File: src/rtl/lal_pkg.sv
// Shared types and constants for the count sequencer slice.
// Contents: FSM state encoding, default counter/code widths, stall saturation value.
// No logic; imported by the sequencer top and its interface.
package lal_pkg;

    localparam int CW_DEF = 9;
    localparam int KW_DEF = 4;

    // Saturation value of the stall counter at the default counter width.
    localparam logic [CW_DEF-1:0] STALL_MAX = '1;

    typedef enum logic [1:0] {
        ST_IDLE = 2'b00,
        ST_RUN  = 2'b01,
        ST_DONE = 2'b10
    } state_t;

endpackage

File: src/rtl/lal_count_sequencer_if.sv
// Command/response bundle between a command source and lal_count_sequencer.
// Ports: req_* command channel (valid/ready), hold/clr controls, cnt_out/busy status,
//        rsp_* response channel (valid/ready) carrying ge/eq/stalls.
interface lal_count_sequencer_if #(
    parameter int CW = lal_pkg::CW_DEF,
    parameter int KW = lal_pkg::KW_DEF
);
    logic          req_valid;
    logic          req_ready;
    logic [CW-1:0] req_count;
    logic [KW-1:0] req_code;
    logic [KW-1:0] req_thresh;
    logic          hold;
    logic          clr;
    logic [CW-1:0] cnt_out;
    logic          busy;
    logic          rsp_valid;
    logic          rsp_ready;
    logic          rsp_ge;
    logic          rsp_eq;
    logic [CW-1:0] rsp_stalls;

    // Command source side.
    modport master (
        output req_valid, req_count, req_code, req_thresh, hold, clr, rsp_ready,
        input  req_ready, cnt_out, busy, rsp_valid, rsp_ge, rsp_eq, rsp_stalls
    );

    // Sequencer side.
    modport slave (
        input  req_valid, req_count, req_code, req_thresh, hold, clr, rsp_ready,
        output req_ready, cnt_out, busy, rsp_valid, rsp_ge, rsp_eq, rsp_stalls
    );
endinterface

File: src/rtl/lal_mag_cmp.sv
// Unsigned magnitude comparator: ge = (a >= b), eq = (a == b).
// Ports: a, b (KW bits) in; ge, eq out. Purely combinational, zero latency.
// No flow control; usable on either side of the count/compare datapath.
module lal_mag_cmp #(
    parameter int KW = 4
) (
    input  logic [KW-1:0] a,
    input  logic [KW-1:0] b,
    output logic          ge,
    output logic          eq
);
    assign ge = (a >= b);
    assign eq = (a == b);
endmodule

File: src/rtl/lal_count_sequencer.sv
// Accepts a count job, counts it down to zero (stalling on hold), returns code/threshold compare + stall count.
// Ports: pclk/prst plain; bus (slave modport) carries command, controls, status and response.
// Latency N+1 cycles from acceptance to rsp_valid plus one per hold cycle; response held until rsp_ready.
module lal_count_sequencer
    import lal_pkg::*;
#(
    parameter int CW = CW_DEF,
    parameter int KW = KW_DEF
) (
    input  logic                  pclk,
    input  logic                  prst,
    lal_count_sequencer_if.slave  bus
);

    state_t        state;
    state_t        state_nxt;
    logic [CW-1:0] cnt;
    logic [CW-1:0] stalls;
    logic          ge_q;
    logic          eq_q;
    logic          cmp_ge;
    logic          cmp_eq;

    lal_mag_cmp #(.KW(KW)) u_cmp (
        .a  (bus.req_code),
        .b  (bus.req_thresh),
        .ge (cmp_ge),
        .eq (cmp_eq)
    );

    always_ff @(posedge pclk or posedge prst) begin
        if (prst) begin
            state <= ST_IDLE;
        end else begin
            state <= state_nxt;
        end
    end

    always_comb begin
        state_nxt = state;
        if (bus.clr) begin
            state_nxt = ST_IDLE;
        end else begin
            case (state)
                ST_IDLE: if (bus.req_valid)                 state_nxt = ST_RUN;
                ST_RUN:  if (!bus.hold && cnt == '0)        state_nxt = ST_DONE;
                ST_DONE: if (bus.rsp_ready)                 state_nxt = ST_IDLE;
                default:                                    state_nxt = ST_IDLE;
            endcase
        end
    end

    // Counter, stall count and compare results. Values survive the response
    // handshake so the last job's result stays observable in IDLE.
    always_ff @(posedge pclk or posedge prst) begin
        if (prst) begin
            cnt    <= '0;
            stalls <= '0;
            ge_q   <= 1'b0;
            eq_q   <= 1'b0;
        end else if (bus.clr) begin
            cnt    <= '0;
            stalls <= '0;
            ge_q   <= 1'b0;
            eq_q   <= 1'b0;
        end else begin
            case (state)
                ST_IDLE: begin
                    if (bus.req_valid) begin
                        cnt    <= bus.req_count;
                        stalls <= '0;
                        ge_q   <= cmp_ge;
                        eq_q   <= cmp_eq;
                    end
                end
                ST_RUN: begin
                    if (bus.hold) begin
                        // Saturate rather than wrap once all ones.
                        if (!(&stalls)) stalls <= stalls + CW'(1);
                    end else if (cnt != '0) begin
                        cnt <= cnt - CW'(1);
                    end
                end
                default: ;
            endcase
        end
    end

    // Handshake/status outputs decode the state register only.
    assign bus.req_ready  = (state == ST_IDLE);
    assign bus.busy       = (state != ST_IDLE);
    assign bus.rsp_valid  = (state == ST_DONE);
    assign bus.cnt_out    = cnt;
    assign bus.rsp_stalls = stalls;
    assign bus.rsp_ge     = ge_q;
    assign bus.rsp_eq     = eq_q;

endmodule
File: src/flat_wrapper.sv
// flat-port wrapper written by rule: the top's interface ports become plain ports
module lal_count_sequencer_flat import lal_pkg::*;
#(
    parameter int CW = CW_DEF,
    parameter int KW = KW_DEF
)
  (pclk, prst, bus_req_valid, bus_req_count, bus_req_code, bus_req_thresh, bus_hold, bus_clr, bus_rsp_ready, bus_req_ready, bus_cnt_out, bus_busy, bus_rsp_valid, bus_rsp_ge, bus_rsp_eq, bus_rsp_stalls);
  lal_count_sequencer_if #(.CW(CW), .KW(KW)) bus_i ();
  input  logic pclk;
  input  logic prst;
  input wire logic [$bits(bus_i.req_valid)-1:0] bus_req_valid;
  input wire logic [$bits(bus_i.req_count)-1:0] bus_req_count;
  input wire logic [$bits(bus_i.req_code)-1:0] bus_req_code;
  input wire logic [$bits(bus_i.req_thresh)-1:0] bus_req_thresh;
  input wire logic [$bits(bus_i.hold)-1:0] bus_hold;
  input wire logic [$bits(bus_i.clr)-1:0] bus_clr;
  input wire logic [$bits(bus_i.rsp_ready)-1:0] bus_rsp_ready;
  output wire logic [$bits(bus_i.req_ready)-1:0] bus_req_ready;
  output wire logic [$bits(bus_i.cnt_out)-1:0] bus_cnt_out;
  output wire logic [$bits(bus_i.busy)-1:0] bus_busy;
  output wire logic [$bits(bus_i.rsp_valid)-1:0] bus_rsp_valid;
  output wire logic [$bits(bus_i.rsp_ge)-1:0] bus_rsp_ge;
  output wire logic [$bits(bus_i.rsp_eq)-1:0] bus_rsp_eq;
  output wire logic [$bits(bus_i.rsp_stalls)-1:0] bus_rsp_stalls;
  assign bus_i.req_valid = bus_req_valid;
  assign bus_i.req_count = bus_req_count;
  assign bus_i.req_code = bus_req_code;
  assign bus_i.req_thresh = bus_req_thresh;
  assign bus_i.hold = bus_hold;
  assign bus_i.clr = bus_clr;
  assign bus_i.rsp_ready = bus_rsp_ready;
  assign bus_req_ready = bus_i.req_ready;
  assign bus_cnt_out = bus_i.cnt_out;
  assign bus_busy = bus_i.busy;
  assign bus_rsp_valid = bus_i.rsp_valid;
  assign bus_rsp_ge = bus_i.rsp_ge;
  assign bus_rsp_eq = bus_i.rsp_eq;
  assign bus_rsp_stalls = bus_i.rsp_stalls;
  lal_count_sequencer #(.CW(CW), .KW(KW)) u_core (.pclk(pclk), .prst(prst), .bus(bus_i));
endmodule
File: config.mk
export PLATFORM = sky130hd
export DESIGN_NAME = lal_count_sequencer_flat
export DESIGN_NICKNAME = d
export VERILOG_FILES = /design/src/rtl/lal_pkg.sv /design/src/rtl/lal_count_sequencer_if.sv /design/src/rtl/lal_mag_cmp.sv /design/src/rtl/lal_count_sequencer.sv /design/src/flat_wrapper.sv
export SDC_FILE = /design/constraint.sdc
export NUM_CORES = 1
export LEC_CHECK = 0
export ABC_AREA = 0
export ABC_CLOCK_PERIOD_IN_PS = 1970
export BUFFER_PORTS_ARGS = -buffer_cell sky130_fd_sc_hd__buf_2
export CORE_UTILIZATION = 45
export CTS_BUF_LIST = sky130_fd_sc_hd__clkbuf_4
export DETAILED_ROUTE_END_ITERATION = 10
export PLACE_DENSITY = 0.75
export SYNTH_ARGS = -nofsm -noshare
export SYNTH_HDL_FRONTEND = slang
export SYNTH_SLANG_ARGS = --single-unit
File: constraint.sdc
create_clock -name pclk -period 1.97 [get_ports pclk]
set_clock_uncertainty 0.1 [all_clocks]
set_input_delay 0 -clock pclk [delete_from_list [all_inputs] [get_ports pclk]]
set_output_delay 0 -clock pclk [all_outputs]
set_load 0.02 [all_outputs]
* After elaboration in Yosys (flattened, before gate mapping)
Index checks and enable logic that the tools add are counted.
** Word-level totals
- Word-level logic and storage cells :: 53
- Bits in registers :: 22
- Output and inout port bits :: 23
- Input bits :: 23
** Operators by class
- Magnitude comparators :: 1
- Multiplexer cells :: 21
- $add $sub $neg :: 2
- Reductions and logical operators :: 14
- Equality and inequality tests :: 10
** Operator list (number)
- $mux W9 :: 8
- $pmux W9 S2 :: 2
- $ne A3 B3 Y1 const B :: 5
- $add A9 B1 Y9 const B :: 1
- $logic_not A9 Y1 :: 1
- $reduce_and A9 Y1 :: 1
- $reduce_bool A9 Y1 :: 1
- $sub A9 B1 Y9 const B :: 1
- $mux W2 :: 4
- $reduce_and A4 Y1 :: 2
- $mux W1 :: 6
- $ne A3 B2 Y1 const B :: 2
- $pmux W2 S3 :: 1
- $reduce_bool A2 Y1 :: 3
- $eq A4 B4 Y1 :: 1
- $ge A4 B4 Y1 :: 1
- $reduce_and A3 Y1 :: 1
- $reduce_bool A3 Y1 :: 1
- $eq A2 B1 Y1 const B :: 1
- $eq A2 B2 Y1 const B :: 1
- $logic_not A2 Y1 :: 1
- $reduce_and A2 Y1 :: 1
- $logic_and A1 B1 Y1 :: 1
- $logic_not A1 Y1 :: 1

* Logic depth before layout (Yosys ltp)
Gate-level depths: netlist (run 1).
- Depth in word-level cells :: 5
- Depth in mapped cells :: 10
- Depth with buffers taken out :: 9

* Hierarchy
Synthesis (run 1) repeated with hierarchy kept, for this count alone.
** Second synthesis, totals
- Cell total of the unflattened synthesis :: 164
- Area, all modules :: 1468.9 um2
** By module, submodules not included
- lal_count_sequencer :: sequential area each 550.5 um2, area an instance 1367.6 um2, cells each 150, instances 1
- lal_mag_cmp :: sequential area each 0.0 um2, area an instance 101.3 um2, cells each 14, instances 1

* Worst setup path before layout (run 1)
Ideal clock, no wire load.
- Path kind :: reg2reg
- From :: register u_core.stalls[0] (netlist: u_core.bus.rsp_stalls[0])
- To :: register u_core.stalls[6] (netlist: u_core.bus.rsp_stalls[6])
- Slack :: -0.234 ns
- Setup time :: 0.077 ns
- Data arrival time :: 2.026 ns
- Path buffers :: 1
- Stages on the path, launching flop included :: 11
- Required time :: 1.793 ns
- Clock period less this slack :: 2.204 ns
- Path through :: dfrtp_1 ha_1 nand3_1 nor3_1 ha_1 nand3b_1 a21oi_2 nor2_1 buf_6 or3_1 a21oi_1
** Between the ends
- Cells in the longest elaborated chain, start to end :: 5
- Elaborated cells on any way between the ends :: 8
- Classes of those cells :: add/sub: 1; eq/ne: 1; mux: 4; reduce/logical: 2
** RTL lines
- from (decl) :: RTL line lal_count_sequencer.sv:18 : logic [CW-1:0] stalls;
- from (signal assigned) :: RTL line lal_count_sequencer.sv:79 : if (!(&stalls)) stalls <= stalls + CW'(1);
- $add A9 B1 Y9 :: RTL line lal_count_sequencer.sv:79
- $mux W9 :: RTL line lal_count_sequencer.sv:79
- $mux W9 :: RTL line lal_count_sequencer.sv:77 : if (bus.hold) begin
- $pmux W9 S2 :: RTL line lal_count_sequencer.sv:67 : case (state)
- $mux W9 :: RTL line lal_count_sequencer.sv:61 : end else if (bus.clr) begin
Several ways; a longest one is shown, not always the timed one. The select of a mux whose other input is x is not followed.
A chain may end at the register's enable or synchronous reset.

* Worst setup path in the final report (run 1)
- From :: register u_core.stalls[0] (netlist: u_core.bus.rsp_stalls[0])
- To :: register u_core.stalls[7] (netlist: u_core.bus.rsp_stalls[7])
The elaborated chain is that of the path after synthesis.

==> out/summary.txt, run 1 <==
status - finished, violations left
failing checks - design-rule violations, negative setup slack
most common cell after layout, fill and taps aside - buf_2
Syn Std Cell Area - 1380 µm²
vias in the first global route - 1459
crit path max-delay cell type - dfrtp_2
data arrival time of the worst path - 2.20 ns
post-route ant nets - 0
Synth async-reset ratio - 100%
gp weighted congestion - 0.817
post-layout util - 69.1%
setup tns final - -0.152 ns
setup ws final - -0.0756 ns
Starting DRT DRC Count - 84
Worst Tran Pin Value - 0.423 ns
die width - 57.5 µm
CTS sink count - 22
required time worst endpoint - 2.12 ns
post-synthesis simple-gate area fraction - 23.4%
total wire length - 3.79 mm
Port-buffer cells - 45
critical path endpoint category - flop
combinational share of power - 38.6%
setup violators final - 5
Max Clk Rate - 489 MHz
Initial Util - 48.9%
total CTS buffers - 3
first-pass GRT wire length - 6.40 mm
RSZ-0062 raised after global routing - true
WS Path Type - reg2reg
R2R Path End - u_core.bus.rsp_stalls[7]
DIE AREA - 3300 µm²
Syn Area/Cell - 8.34 µm²
Worst VDD drop - 0.000338 V
Sw Pwr - 447 µW
total grt overflow - 0
Relative slew margins - 71.8%
worst-path cell chain - ha_4 > nand3_4 > nor3_2 > ha_2 > nand3b_1 > a21oi_2 > o2111ai_2 > or3_1 > a21oi_1
Synth Area in Adders - 6.33%
router iterations before antenna repair - 7
Row Count - 19
Vias - 1475
layout cells sized above 1 - 33.8%
drt via density - 5.50
main combinational cell family by area after synthesis - simple AND/OR/NAND/NOR gates
Worst Hold End - u_core.bus.rsp_stalls[0]
crit path buf inv count - 0
pin count of the biggest net entering global routing - 24
Final Hold Viols - 0
Ant. Diodes - 0
IO Count - 46
H-tree Lvls - 1
drt wl/cell - 14.2 µm
antenna violations before repair - 0
Seq cells post-synth - 22
fin nets - 268
area added between synthesis and finish - 41.3%
core area - 2830 µm²
fin. max-slew vios - 0
Clock Latency Late Sink - 0.32 ns
Worst Setup Start Kind - flop
worst slack, placed - -0.0679 ns
Reg-to-Reg Start - u_core.bus.rsp_stalls[0]
Final Cycle Share - 104%
DP HPWL - 2.68 mm
worst hold path type - in2reg
cells after synthesis - 166
worst reg-to-reg setup slack - -0.08 ns
CTS tree - built
Synth Flop Type - dfrtp_1
most frequent cells in the layout - 45 x buf_2, 21 x nor2_1, 20 x dfrtp_1
WP depth - 9
register area share after synthesis - 39.8%
Min-Delay Path Depth - 3
Clock power frac - 18.4%
Internal - 759 µW
Crit Path Max Fanout - 3
Max Cap Violations - 0
Synth Area in Compound Gates - 23.2%
hold_sp - bus_clr
Die H - 57.5 µm
Clock Path Buffers - 2
# DRC - 4
Worst-path clk slew - 0.13 ns
Crit path largest cell delay - 0.45 ns
Yosys cell types - 38
Mapped Nets - 196
post-synthesis mux area share - 0.723%
synth warn - 0
fin crit period - 2.05 ns
Leak - 0.978 nW
sequential share of power - 43.0%
CP top delay family - simple AND/OR/NAND/NOR gates
clk root buf - clkbuf_4
xor and xnor area share after synthesis - 1.27%
Worst Reg-to-Reg Cells - 9
Cell Pwr Density - 617 nW/µm²
EDFF count, synth - 0
GRT Total Usage - 25.2%
Sw Share - 37.0%
[per-stage QoR]
stage	cells	instance area, µm²	hold slack (ns)	power (mW)
after floorplan	166	1420	-0.111	0.802
after CTS	266	1940	0.00300	1.19
after global placement	249	1750	-0.0473	0.928
after detailed placement	249	1750	-0.0429	0.945
after global routing	268	1960	0.0126	1.27
final	268	1960	0.0101	1.21
[per-layer routing]
| metal | part of all wire, % | wire, µm | global-route usage, % |
|---|---|---|---|
| met1 | 43 | 1650 | 30.8 |
| met2 | 51 | 1940 | 44.4 |
| met3 | 3.1 | 119 | 3.17 |
| met4 | 2.4 | 90 | 10.5 |
| met5 | 0 | 0 | 0 |
[cell type report]
class                           count  area, µm²
Fill cell                         240        873
Multi-Input combinational cell    127        821
Sequential cell                    22        553
Timing Repair Buffer               74        479
Tap cell                           31       38.8
Inverter                           10       37.5
Clock buffer                        3       22.5
Clock inverter                      1       3.75
[Yosys cell counts, types with 2 or more instances]
library cell | number | area [µm²]
nor2_1 | 22 | 82.6
a21oi_1 | 16 | 80.1
ha_1 | 7 | 87.6
a22o_1 | 2 | 17.5
clkbuf_1 | 5 | 18.8
nand2_1 | 17 | 63.8
a21o_1 | 2 | 15.0
dfrtp_1 | 22 | 551
nand3b_1 | 2 | 15.0
o21ai_0 | 16 | 80.1
nor2b_1 | 2 | 12.5
nor4_1 | 2 | 12.5
nand3_1 | 5 | 25.0
or3_1 | 5 | 31.3
nand2b_1 | 3 | 18.8
nor3_1 | 3 | 15.0
xor2_1 | 2 | 17.5
inv_1 | 10 | 37.5
a211oi_1 | 4 | 30.0
[power groups by stage]
stage / registers [mW] / clock network (mW) / logic [mW]
finish: 0.519 / 0.222 / 0.465
global route: 0.524 / 0.237 / 0.513
CTS: 0.518 / 0.224 / 0.451
detailed placement: 0.525 / 0 / 0.421
global placement: 0.522 / 0 / 0.406
floorplan: 0.559 / 0 / 0.242
[flip-flops by register name, summed over array words and instances (netlist names)]
register,cells
u_core.bus.rsp_stalls,9
u_core.state,2
u_core.bus.cnt_out,9
u_core.bus.rsp_eq,1
u_core.bus.rsp_ge,1
[how the worst max path moves through the flow]
stage	slack, ns	from	to
final	-0.08	u_core.bus.rsp_stalls[0]	u_core.bus.rsp_stalls[7]
after global routing	-0.19	u_core.bus.rsp_stalls[1]	u_core.bus.rsp_stalls[7]
after CTS	-0.09	u_core.bus.rsp_stalls[1]	u_core.bus.rsp_stalls[7]
after detailed placement	-0.07	u_core.bus.rsp_stalls[1]	u_core.bus.rsp_stalls[7]
after global placement	0.02	u_core.bus.rsp_stalls[1]	u_core.bus.rsp_stalls[7]
after floorplan	-0.07	u_core.bus.rsp_stalls[1]	u_core.bus.rsp_stalls[6]
[tightest hold or removal path: cells and delay by family]
| kind | cells | cell delay (ns) |
|---|---|---|
| AND/OR/NAND/NOR | 1 | 0.15 |
| AO/OA/AOI/OAI | 1 | 0.06 |
| buffers and inverters | 1 | 0.20 |
[logic make-up after synthesis]
kind of cell / Yosys count
fa+ha+maj: 7
flops: 22
simple gates: 67
buf+inv: 17
compound gates: 50
xor+xnor: 2
mux: 1
[timing repair]
item / 4_1_cts / 5_1_grt
endpoints found under the setup margin: 6 / 11
endpoints found under the hold margin: 30 / 1
hold buffers: 12 / 1
gates resized for setup: 6 / 5
pin swaps: 7 / 2
setup buffers: 1 / 1
Power figures use the tool's default switching activity.
==> run 2: changes to the inputs <==
- SYNTH_HIERARCHICAL: not set -> 1
==> run 2 against run 1 <==
  * The flow finishes with violations (negative setup slack)
  * Worst hold slack better by 0.017 ns
  * Die area up 5.9%
  * Sequential power up 5.8%
  * Routed wire length up 16%
  * Clock power down 5%
  * Highest routed layer unchanged
==> out/summary.txt, run 2 <==
Max Clk Rate - 496 MHz (was 489 MHz)
core area - 3080 µm² (was 2830 µm²)
setup violators final - 5 (unchanged)
drt wl/cell - 15.3 µm (was 14.2 µm)
Post-synth top cells - 22 x dfrtp_1, 14 x nand2_1, 14 x nor2_1 (was 22 x dfrtp_1, 22 x nor2_1, 17 x nand2_1)
CTS tree - built (unchanged)
most frequent cells in the layout - 45 x buf_2, 26 x buf_4, 16 x dfrtp_1 (was 45 x buf_2, 21 x nor2_1, 20 x dfrtp_1)
Worst-path clk slew - 0.12 ns (was 0.13 ns)
critical path endpoint category - flop (unchanged)
H-tree Lvls - 1 (unchanged)
pin count of the biggest net entering global routing - 23 (was 24)
combinational share of power - 49.2% (was 38.6%)
# DRC - 0 (was 4)
Internal - 902 µW (was 759 µW)
Relative slew margins - 41.0% (was 71.8%)
Sw Pwr - 597 µW (was 447 µW)
synth warn - 6 (was 0)
Synth async-reset ratio - 100% (unchanged)
Leak - 1.08 nW (was 0.978 nW)
Worst VDD drop - 0.000398 V (was 0.000338 V)
EDFF count, synth - 0 (unchanged)
Port-buffer cells - 45 (unchanged)
vias in the first global route - 1493 (was 1459)
fin nets - 276 (was 268)
Final Hold Viols - 0 (unchanged)
post-layout util - 73.0% (was 69.1%)
Final Cycle Share - 102% (was 104%)
Initial Util - 47.7% (was 48.9%)
fin crit period - 2.02 ns (was 2.05 ns)
most common cell after layout, fill and taps aside - buf_2 (unchanged)
Die H - 59.1 µm (was 57.5 µm)
DP HPWL - 2.96 mm (was 2.68 mm)
router iterations before antenna repair - 4 (was 7)
Vias - 1657 (was 1475)
worst hold slack - 0.0268 ns (was 0.0101 ns)
sequential share of power - 36.6% (was 43.0%)
Placed Cells - 265 (was 249)
Clock Path Buffers - 2 (unchanged)
Clock Latency Late Sink - 0.30 ns (was 0.32 ns)
Synth Flop Type - dfrtp_1 (unchanged)
overall power - 1.50 mW (was 1.21 mW)
Syn Std Cell Area - 1470 µm² (was 1380 µm²)
failing checks - negative setup slack (was design-rule violations, negative setup slack)
Worst Setup Start Kind - flop (unchanged)
total wire length - 4.42 mm (was 3.79 mm)
required time worst endpoint - 2.07 ns (was 2.12 ns)
DIE AREA - 3500 µm² (was 3300 µm²)
hold_sp - bus_clr (unchanged)
Max Cap Violations - 0 (unchanged)
worst reg-to-reg setup slack - -0.05 ns (was -0.08 ns)
antenna violations before repair - 0 (unchanged)
GRT Total Usage - 25.8% (was 25.2%)
RSZ-0062 raised after global routing - true (unchanged)
die width - 59.1 µm (was 57.5 µm)
total grt overflow - 0 (unchanged)
status - finished, violations left (unchanged)
first-pass GRT wire length - 6.82 mm (was 6.40 mm)
cells after synthesis - 164 (was 166)
layout cells sized above 1 - 46.5% (was 33.8%)
Reg-to-Reg Start - u_core/bus.cnt_out[4] (was u_core.bus.rsp_stalls[0])
gp weighted congestion - 0.849 (was 0.817)
Yosys top cell by area - dfrtp_1 (unchanged)
post-synth top area share - 37.5% (was 39.8%)
Ant. Diodes - 0 (unchanged)
Crit Path Max Fanout - 3 (unchanged)
top cells by area, synth - dfrtp_1 37%, ha_1 6.0%, a21oi_1 3.7%, nand2_1 3.6%, nor2_1 3.6% (was dfrtp_1 40%, ha_1 6.3%, nor2_1 6.0%, a21oi_1 5.8%, o21ai_0 5.8%)
clk root buf - clkbuf_4 (unchanged)
Sw Share - 39.8% (was 37.0%)
Worst Tran Pin Value - 0.884 ns (was 0.423 ns)
Cell Pwr Density - 667 nW/µm² (was 617 nW/µm²)
data arrival time of the worst path - 2.11 ns (was 2.20 ns)
setup ws final - -0.0472 ns (was -0.0756 ns)
Worst Hold End - u_core/state[1] (was u_core.bus.rsp_stalls[0])
CTS sink count - 22 (unchanged)
total CTS buffers - 3 (unchanged)
register area share after synthesis - 37.5% (was 39.8%)
count of non-filler cells in the finished layout - 289 (was 268)
fin. max-slew vios - 0 (unchanged)
most numerous cell in the Yosys netlist - dfrtp_1
post-route ant nets - 0 (unchanged)
Row Count - 20 (was 19)
Mapped Nets - 194 (was 196)
Clock power frac - 14.2% (was 18.4%)
area added between synthesis and finish - 53.1% (was 41.3%)
IO Count - 46 (unchanged)
worst hold path type - in2reg (unchanged)
Min-Delay Path Depth - 2 (was 3)
WS Path Type - reg2reg (unchanged)
Syn Area/Cell - 8.96 µm² (was 8.34 µm²)
Worst Reg-to-Reg Cells - 5 (was 9)
Starting DRT DRC Count - 83 (was 84)
Yosys cell types - 45 (was 38)
drt via density - 5.73 (was 5.50)
R2R Path End - u_core/bus.cnt_out[1] (was u_core.bus.rsp_stalls[7])
Seq cells post-synth - 22 (unchanged)
-- run 2: how the worst max path moves through the flow --
stage	to	from	cells past startpoint	slack [ns]
after floorplan	u_core/bus.rsp_stalls[4]	u_core/bus.rsp_stalls[2]	9	-0.11
after global placement	u_core/bus.rsp_stalls[7]	u_core/bus.rsp_stalls[2]	8	0.01
after detailed placement	u_core/bus.rsp_stalls[3]	u_core/bus.rsp_stalls[2]	9	-0.12
after CTS	u_core/bus.rsp_stalls[7]	u_core/bus.rsp_stalls[2]	8	-0.01
after global routing	u_core/bus.cnt_out[1]	u_core/bus.cnt_out[4]	5	-0.10
final	u_core/bus.cnt_out[1]	u_core/bus.cnt_out[4]	5	-0.05
-- run 2: logic make-up after synthesis --
kind of cell | count (synthesis) | synth area share [%]
and+or+nand+nor | 71 | 29.1
AOI/OAI and AO/OA | 41 | 18.5
DFF | 22 | 37.5
buffers and inverters | 17 | 4.68
adders and majority gates | 7 | 5.96
muxes | 4 | 3.07
xor gates and xnor gates | 2 | 1.19
-- run 2: routing by layer --
layer	global-route usage [%]	vias up	wire length, µm
met5	0	-	0
met4	9.52	0	54
met3	3.93	6	230
met2	43.7	75	2300
met1	33.2	810	1840
li1	-	766	-
-- run 2: layout make-up --
| type | instances | area (µm²) |
|---|---|---|
| multi-input cells | 125 | 1010 |
| fillers | 229 | 830 |
| repair buffers | 85 | 562 |
| flip-flops and latches | 22 | 558 |
| well taps | 44 | 55.1 |
| inverters | 9 | 33.8 |
| clock buffers | 3 | 22.5 |
| clock inverters | 1 | 3.75 |
-- run 2: power groups by stage --
stage               registers, mW  clock network (mW)  logic (mW)
finish                      0.549               0.212       0.737
detailed placement          0.554                   0       0.608
CTS                         0.545               0.219       0.643
global route                0.555               0.237       0.791
floorplan                   0.614                   0       0.332
global placement            0.549                   0       0.591
-- run 2: worst max-delay path, stage by stage (launching register included) --
cell	delay [ns]
dfrtp_1	0.41
or4_4	0.57
nor4_4	0.28
buf_4	0.19
o21ai_4	0.06
mux2_4	0.31
-- run 2: per-stage QoR --
| stage | setup TNS [ns] | worst slack [ns] | cell area [µm²] |
|---|---|---|---|
| 6_report | -0.113 | -0.0472 | 2250 |
| 5_1_grt | -0.634 | -0.105 | 2250 |
| 4_1_cts | -0.0158 | -0.0137 | 2100 |
| 3_5_place_dp | -0.361 | -0.121 | 1880 |
| 3_3_place_gp | 0 | 0.0102 | 1880 |
| 2_1_floorplan | -0.230 | -0.111 | 1490 |
-- run 2: repair_timing --
action | 4_1_cts | 5_1_grt
endpoints found under the setup margin | 11 | 19
pin swaps | 9 | 15
hold buffers | 13 | 0
setup buffers | 1 | 6
hold endpoints to repair | 35 | 0
resized for setup | 8 | 20
cloned | 0 | 0
